File: src/rtl/pll_rst_pkg.sv
// Shared definitions for the PLL reset sequencer.
//   - pll_state_t   : sequencer FSM state (2-bit enum)
//   - DEF_*         : default values for the sequencer parameters
//   - LOCK_FLT_DEPTH: consecutive low lock samples needed to leave RUN when
//                     lock-loss filtering is built in (LOCK_LOSS_FILTER_EN)
//   - max3          : helper used to size the shared cycle counter
package pll_rst_pkg;

  typedef enum logic [1:0] {
    RESET_PLL = 2'd0,
    WAIT_LOCK = 2'd1,
    STABLE    = 2'd2,
    RUN       = 2'd3
  } pll_state_t;

  localparam int DEF_PLL_RST_CYCLES     = 16;
  localparam int DEF_LOCK_TIMEOUT       = 270000;  // 10 ms at 27 MHz
  localparam int DEF_LOCK_STABLE_CYCLES = 1024;
  localparam int LOCK_FLT_DEPTH         = 4;

  function automatic int max3(input int a, input int b, input int c);
    int m;
    m = (a > b) ? a : b;
    return (m > c) ? m : c;
  endfunction

endpackage

File: src/rtl/sync_2ff.sv
// Two-flop synchronizer for a single asynchronous bit.
// Ports:
//   clk - destination clock
//   rst - asynchronous active-high reset, clears both flops to 0
//   d   - asynchronous input bit
//   q   - synchronized output, 2 clk cycles of latency
module sync_2ff (
  input  logic clk,
  input  logic rst,
  input  logic d,
  output logic q
);

  logic meta;

  always_ff @(posedge clk or posedge rst) begin
    if (rst) begin
      meta <= 1'b0;
      q    <= 1'b0;
    end else begin
      meta <= d;
      q    <= meta;
    end
  end

endmodule

File: src/rtl/pll_rst_seq.sv
// PLL reset sequencer. Pulses the PLL reset, waits for lock (retrying on
// timeout), requires lock to stay high for a stable window, then releases the
// reset of the PLL-clocked domain. Lock loss while running restarts the
// sequence.
// Parameters:
//   PLL_RST_CYCLES     - cycles pll_reset is held per attempt (>= 1)
//   LOCK_TIMEOUT       - cycles to wait for lock before retrying
//   LOCK_STABLE_CYCLES - consecutive lock cycles required before release
// Ports:
//   clk       - 27 MHz oscillator clock (also the PLL reference)
//   reset     - asynchronous active-high reset
//   pll_lock  - PLL lock indicator, asynchronous to clk
//   pll_reset - PLL reset, active-high (registered)
//   rst_out   - reset for PLL-clocked logic, active-high (registered)
//   locked    - high only in RUN (registered)
//   retry_cnt - saturating count of lock timeouts
//   dbg_state - current FSM state, for observation only
// Build option: define LOCK_LOSS_FILTER_EN to leave RUN only after
// LOCK_FLT_DEPTH consecutive low lock samples instead of a single one.
module pll_rst_seq
  import pll_rst_pkg::*;
#(
  parameter int PLL_RST_CYCLES     = DEF_PLL_RST_CYCLES,
  parameter int LOCK_TIMEOUT       = DEF_LOCK_TIMEOUT,
  parameter int LOCK_STABLE_CYCLES = DEF_LOCK_STABLE_CYCLES
) (
  input  logic       clk,
  input  logic       reset,
  input  logic       pll_lock,
  output logic       pll_reset,
  output logic       rst_out,
  output logic       locked,
  output logic [7:0] retry_cnt,
  output logic [1:0] dbg_state
);

  localparam int CNT_MAX = max3(PLL_RST_CYCLES, LOCK_TIMEOUT, LOCK_STABLE_CYCLES);
  localparam int CNT_W   = $clog2(CNT_MAX + 1);

  localparam logic [CNT_W-1:0] RST_LAST = CNT_W'(PLL_RST_CYCLES - 1);
  localparam logic [CNT_W-1:0] TO_LAST  = CNT_W'(LOCK_TIMEOUT - 1);
  localparam logic [CNT_W-1:0] STB_LAST = CNT_W'(LOCK_STABLE_CYCLES - 1);

  pll_state_t       state;
  pll_state_t       state_next;
  logic [CNT_W-1:0] cnt;
  logic             lock_s;
  logic             timeout;
  logic             leave_run;

  sync_2ff u_lock_sync (
    .clk (clk),
    .rst (reset),
    .d   (pll_lock),
    .q   (lock_s)
  );

`ifdef LOCK_LOSS_FILTER_EN
  localparam int               FLT_W    = $clog2(LOCK_FLT_DEPTH);
  localparam logic [FLT_W-1:0] FLT_LAST = FLT_W'(LOCK_FLT_DEPTH - 1);

  // Number of consecutive low lock samples seen so far in RUN.
  logic [FLT_W-1:0] flt_cnt;

  always_ff @(posedge clk or posedge reset) begin
    if (reset) begin
      flt_cnt <= '0;
    end else if (state != RUN || lock_s || leave_run) begin
      flt_cnt <= '0;
    end else begin
      flt_cnt <= flt_cnt + FLT_W'(1);
    end
  end

  assign leave_run = !lock_s && (flt_cnt == FLT_LAST);
`else
  assign leave_run = !lock_s;
`endif

  always_comb begin
    state_next = state;
    timeout    = 1'b0;
    case (state)
      RESET_PLL: begin
        if (cnt == RST_LAST) state_next = WAIT_LOCK;
      end
      WAIT_LOCK: begin
        // Lock wins over a timeout landing in the same cycle.
        if (lock_s) begin
          state_next = STABLE;
        end else if (cnt == TO_LAST) begin
          state_next = RESET_PLL;
          timeout    = 1'b1;
        end
      end
      STABLE: begin
        if (!lock_s)              state_next = WAIT_LOCK;
        else if (cnt == STB_LAST) state_next = RUN;
      end
      RUN: begin
        if (leave_run) state_next = RESET_PLL;
      end
      default: state_next = RESET_PLL;
    endcase
  end

  always_ff @(posedge clk or posedge reset) begin
    if (reset) begin
      state     <= RESET_PLL;
      cnt       <= '0;
      pll_reset <= 1'b1;
      rst_out   <= 1'b1;
      locked    <= 1'b0;
      retry_cnt <= '0;
    end else begin
      state <= state_next;
      // Counter restarts on every state entry; RUN does not use it.
      if (state_next != state || state == RUN) cnt <= '0;
      else                                     cnt <= cnt + CNT_W'(1);
      if (timeout && retry_cnt != 8'hFF) retry_cnt <= retry_cnt + 8'd1;
      // Outputs decoded from the next state so they line up with it.
      pll_reset <= (state_next == RESET_PLL);
      rst_out   <= (state_next != RUN);
      locked    <= (state_next == RUN);
    end
  end

  assign dbg_state = state;

endmodule

File: config.mk
export PLATFORM = sky130hd
export DESIGN_NAME = pll_rst_seq
export DESIGN_NICKNAME = d
export VERILOG_FILES = /design/src/rtl/pll_rst_pkg.sv /design/src/rtl/sync_2ff.sv /design/src/rtl/pll_rst_seq.sv
export SDC_FILE = /design/constraint.sdc
export NUM_CORES = 1
export LEC_CHECK = 0
export BUFFER_PORTS_ARGS = -buffer_cell sky130_fd_sc_hd__buf_2
export CORE_ASPECT_RATIO = 0.8
export CORE_MARGIN = 4
export CORE_UTILIZATION = 58
export CTS_CLUSTER_SIZE = 10
export DETAILED_ROUTE_END_ITERATION = 8
export PLACE_DENSITY = 0.78
export SETUP_SLACK_MARGIN = 0.15
export SYNTH_ARGS = -nofsm -noshare
export SYNTH_HDL_FRONTEND = slang
export SYNTH_SLANG_ARGS = --single-unit
export TNS_END_PERCENT = 20
File: constraint.sdc
create_clock -name clk -period 3.4 [get_ports clk]
set_input_delay 0.85 -clock clk [delete_from_list [all_inputs] [get_ports clk]]
set_output_delay 0.85 -clock clk [all_outputs]
set_load 0.05 [all_outputs]
# ---- Word-level counts from Yosys, hierarchy flattened
# Cells that the tools add are included.
dict set report totals {
  input_bits 3
  regBits 34
  out_inout_bits 13
  word_cells 35
}
dict set report classes {
  add_sub_neg 2
  eq_ne 10
  n_reduce_logical 4
  muxes 11
}
# operator count
set ops {}
lappend ops {{$add A19 B1 Y19 const B} 1}
lappend ops {{$eq A19 B10 Y1 const B} 1}
lappend ops {{$eq A19 B19 Y1 const B} 1}
lappend ops {{$eq A19 B4 Y1 const B} 1}
lappend ops {{$mux W19} 1}
lappend ops {{$mux W2} 6}
lappend ops {{$add A8 B1 Y8 const B} 1}
lappend ops {{$ne A8 B8 Y1 const B} 1}
lappend ops {{$pmux W2 S4} 1}
lappend ops {{$eq A2 B2 Y1 const B} 3}
lappend ops {{$logic_not A2 Y1} 2}
lappend ops {{$mux W1} 3}
lappend ops {{$eq A2 B1 Y1 const B} 1}
lappend ops {{$ne A2 B2 Y1} 1}
lappend ops {{$ne A2 B2 Y1 const B} 1}
lappend ops {{$logic_and A1 B1 Y1} 1}
lappend ops {{$logic_or A1 B1 Y1} 1}

# ---- Logic depth before layout (Yosys ltp)
dict set report logic_depth {
  depth_word 7
  depth_mapped 7
}

# ---- By module
# Synthesis repeated with hierarchy kept, for this count alone.
dict set report unflattened {
  hier_cells 151
  hier_area_um2 1616.6
}
# mod seq_area_each_um2 area_per_inst_um2 instances cells_per_inst
set modules_own_cells {}
lappend modules_own_cells {pll_rst_seq 803.3 1562.7 1 148}
lappend modules_own_cells {sync_2ff 50.0 53.8 1 3}

# ---- Worst setup path after synthesis
# Ideal clock, no wire load.
dict set report synth_timing {
  path_kind {reg2reg}
  startpoint {register cnt[14]}
  endpoint {register retry_cnt[1]}
  path_buffers 1
  stages_incl_launch_ff 6
  required_time_ns 3.275
  slack_ns 1.020
  arrival_time_ns 2.255
  synth_period_minus_slack_ns 2.380
  cell_sequence {dfrtp_1 or4_4 or4_4 buf_6 or3_4 mux2_4}
}
dict set report synth_between {
  elab_chain_cells 5
}
# element line_no
set synth_lines {}
lappend synth_lines {{start: declaration} pll_rst_seq.sv:46} ;# logic [CNT_W-1:0] cnt;
lappend synth_lines {{start signal: assignment} pll_rst_seq.sv:119} ;# else cnt <= cnt + CNT_W'(1);
lappend synth_lines {{$eq A19 B19 Y1} pll_rst_seq.sv:91} ;# end else if (cnt == TO_LAST) begin
lappend synth_lines {{$mux W1} pll_rst_seq.sv:91}
lappend synth_lines {{$mux W1} pll_rst_seq.sv:89} ;# if (lock_s) begin
lappend synth_lines {{$mux W1} pll_rst_seq.sv:83} ;# case (state)
lappend synth_lines {{$logic_and A1 B1 Y1} pll_rst_seq.sv:120} ;# if (timeout && retry_cnt != 8'hFF) retry_cnt <= retry_cnt + 8'd1;
lappend synth_lines {{end signal: assignment} pll_rst_seq.sv:120}
lappend synth_lines {{end: declaration} pll_rst_seq.sv:33} ;# output logic [7:0] retry_cnt,
# No other way between the ends.
# A chain may end at the register's enable or synchronous reset.

# ---- Worst setup path in the final report
dict set report layout_timing {
  startpoint {register cnt[14]}
  endpoint {register cnt[15]}
}
dict set report layout_between {
  elab_chain_cells 7
  elab_cells_between_ends 13
  classes_between {add/sub (1); eq/ne (4); mux (7); reduce/logical (1)}
}
# element line_no
set layout_lines {}
lappend layout_lines {{$eq A19 B10 Y1 or $eq A19 B19 Y1 (tied branches)} {pll_rst_seq.sv:98, pll_rst_seq.sv:91}}
lappend layout_lines {{$mux W2, on equally long branches} {pll_rst_seq.sv:98, pll_rst_seq.sv:91}}
lappend layout_lines {{$mux W2, on equally long branches} {pll_rst_seq.sv:97, pll_rst_seq.sv:89}}
lappend layout_lines {{$pmux W2 S4} pll_rst_seq.sv:83}
lappend layout_lines {{$ne A2 B2 Y1} pll_rst_seq.sv:118} ;# if (state_next != state || state == RUN) cnt <= '0;
lappend layout_lines {{$logic_or A1 B1 Y1} pll_rst_seq.sv:118}
lappend layout_lines {{$mux W19 *} pll_rst_seq.sv:118}
# Every way passes the cells marked *; elsewhere a longest branch is shown, timed or not.

==> results.py <==
metrics = {
    "run_status": {
        "status": "finished clean",
    },
    "setup_path": {
        "startpoint": "cnt[14]$_DFF_PP0_",
        "path_cells": "or4_4 > nor4_1 > o311a_1 > a22oi_1",
        "required_ns": 3.53,
        "cpPeakStageDelay_ns": 0.67,
        "r2r_slack_ns": 0.91,
        "cp-start-kind": "flop",
        "cp.depth": 4,
        "worst-path-max-fanout": 19,
        "path_class": "reg -> reg",
        "cp_top_family": "simple AND/OR/NAND/NOR gates",
        "r2r_start": "cnt[14]$_DFF_PP0_",
        "r2r_cells": 4,
        "regToRegEndpoint": "cnt[15]$_DFF_PP0_",
        "cp_num_buf_inv": 0,
        "cp-end-kind": "flop",
        "worstPathArrival_ns": 2.62,
        "slowest_stage": "o311a_1",
    },
    "sta": {
        "layout_min_cycle_time_ns": 2.488,
        "hold_viol": 0,
        "max_freq_ghz": 0.4019,
        "skew_ns": 0.006556,
        "tightest_slew_ns": 0.6706,
        "final_max_slew_viol_count": 0,
        "relSlewSlack_pct": 55.29,
        "setup_tns_ns": 0,
        "finalSetupViolations": 0,
        "rsz0062_at_grt": "false",
        "fin_crit_sh_pct": 73.18,
    },
    "floorplan": {
        "initial_core_util_pct": 61.81,
        "std_cell_rows": 17,
        "dieArea_um2": 3937,
        "fp.dieW_um": 69.16,
        "ioPinCount": 16,
        "die_y_um": 56.93,
        "core-area_um2": 2808,
    },
    "place": {
        "port_buffers": 15,
        "gp_congestion": 0.8373,
        "hpwl_mm": 2.644,
        "dp_cells": 219,
    },
    "min_path": {
        "holdPathStages": 0,
        "hold_end": "u_lock_sync.q$_DFF_PP0_",
        "min_path_type": "reg -> reg",
        "hp-start": "u_lock_sync.meta$_DFF_PP0_",
    },
    "logic_synthesis": {
        "yosysMostFrequentCell": "dfrtp_1",
        "netlist.top_cell.by_area": "dfrtp_1",
        "synth_edf_count": 0,
        "ys_ff_latch": 34,
        "netlist_top_cells_count": "dfrtp_1 (32), a21oi_1 (15), nand3_1 (12), xnor2_1 (12), nor4_1 (11)",
        "yosys.area.top_type_share_pct": 46.14,
        "ys_seq_area_share_pct": 49.17,
        "syn_area_per_cell_um2": 10.03,
        "synthTopCellsByArea": "dfrtp_1 (46%), xnor2_1 (6.1%), xor2_1 (4.5%)",
        "synth_nets": 178,
        "synth_cell_types": 41,
        "synthFlopType": "dfrtp_1",
        "synth_cells": 173,
        "syn_area_um2": 1735,
        "yosysWarningCount": 0,
        "async_flop_share_pct": 100.0,
    },
    "grt": {
        "grt_pass1_vias": 1331,
        "grt_pass1_wl_mm": 6.292,
        "antenna_found_initial": 0,
        "use_met3_pct": 5.725,
        "grtUsageMet2_pct": 30.43,
        "grt_max_degree": 35,
        "grt.busiest_layer": "met2",
        "met1_usage_pct": 27.36,
        "grt-ovfl-total": 0,
        "track_usage_pct": 20.68,
    },
    "drt": {
        "totalWireLength_mm": 3.592,
        "postRouteAntennaNets": 0,
        "post_drt_wl_per_cell_um": 15.82,
        "via_per_inst": 6.132,
        "vias": 1392,
        "dr.pass1.iters": 4,
        "drt_iter0_drc": 88,
        "drc": 0,
    },
    "clock_tree": {
        "post-cts-setup-buffer-count": 0,
        "h-tree-depth": 2,
        "insertion_delay_ns": 0.29,
        "clockRootBuffer": "clkbuf_8",
        "cts_tree": "built",
        "cts.clk_slew.worst_paths_ns": 0.07,
        "clock-sinks": 34,
        "numCtsBuffers": 5,
        "postCtsHoldBufs": 0,
        "cts_buffer_depth": 2,
        "cts-resized-gates": 0,
    },
    "pwr": {
        "leakage_nw": 0.8516,
        "power_frac_comb_pct": 24.7,
        "pwr_density_cell_nw_per_um2": 559.0,
        "intPower_uw": 696.8,
        "switching_share_pct": 35.22,
        "clkPwrFrac_pct": 28.4,
        "vdd_drop_max_mv": 0.3697,
        "power_frac_seq_pct": 46.9,
        "power.switching_uw": 378.9,
    },
    "finish": {
        "area_growth_pct": 10.89,
        "final_nets": 193,
        "antenna_cells": 0,
        "final_core_util_pct": 68.54,
        "final_cell_count_no_fill": 227,
        "final_layout_size_suffix_gt1_share_pct": 17.46,
    },
    "run": {
        "maxCapViolations": 0,
    },
}
-- per-stage QoR --
stage	setup slack [ns]	cell area, µm²	hold slack [ns]	total power, mW
finish	0.9119	1924	0.3543	1.076
global route	0.7408	1924	0.3680	1.141
CTS	0.9374	1924	0.3579	1.081
detailed placement	0.9535	1829	0.3434	0.7740
global placement	1.058	1829	0.3355	0.7626
floorplan	1.020	1735	0.3312	0.7191
-- power by group through the flow --
| stage | Combinational, mW | Clock (mW) | Sequential [mW] |
|---|---|---|---|
| after floorplan | 0.174 | 0 | 0.545 |
| after global placement | 0.260 | 0 | 0.503 |
| after detailed placement | 0.264 | 0 | 0.510 |
| after CTS | 0.266 | 0.311 | 0.503 |
| after global routing | 0.298 | 0.332 | 0.511 |
| final | 0.266 | 0.305 | 0.504 |
-- layout by cell type (no fill, tap or decap), types with 5 or more instances in the layout --
cell,Yosys,layout
dfrtp_1,32,32
a21oi_1,15,15
buf_2,2,15
nand3_1,12,12
xnor2_1,12,12
nor4_1,11,11
xor2_1,9,9
inv_1,8,8
nand2_1,8,8
clkbuf_8,0,6
nand4_1,5,5
nor2_1,5,5
o21ai_0,5,5
nor3_1,5,5
-- registers in the layout (all words and copies together), names as in the netlist --
register	flops
cnt	19
dbg_state	2
rst_out	1
u_lock_sync.meta	1
pll_reset	1
locked	1
retry_cnt	8
u_lock_sync.q	1
-- how the worst max path moves through the flow --
stage	slack, ns	endpoint
global placement	1.06	cnt[17]$_DFF_PP0_
global route	0.74	cnt[1]$_DFF_PP0_
finish	0.91	cnt[15]$_DFF_PP0_
floorplan	1.02	retry_cnt[1]$_DFFE_PP0P_
detailed placement	0.95	cnt[17]$_DFF_PP0_
CTS	0.94	cnt[15]$_DFF_PP0_
-- logic make-up (layout without fill, tap and decap cells) --
kind of cell	Yosys count	count (layout)	synth area share [%]
compound gates	34	34	12.11
xor+xnor	21	21	10.60
fa+ha+maj	2	2	1.442
buf+inv	17	33	4.254
flops	34	34	49.17
mux	1	1	0.8649
simple gates	64	64	21.56
-- area by class of cell --
class                      instances  area (µm²)
clock inverter                     2       12.51
inverter                           8       30.03
fill                             216       883.3
multi-input combinational        122       808.3
clock buffer                       6       82.58
tap                               38       47.55
sequential                        34       853.3
timing repair buffer              17       90.09
-- layer usage --
metal / up-vias / wire length, µm
met5: - / 0
met4: 0 / 81
met3: 8 / 244
met2: 52 / 1659
met1: 672 / 1606
li1: 660 / -
Note: power is estimated with default switching activity, not from simulation.
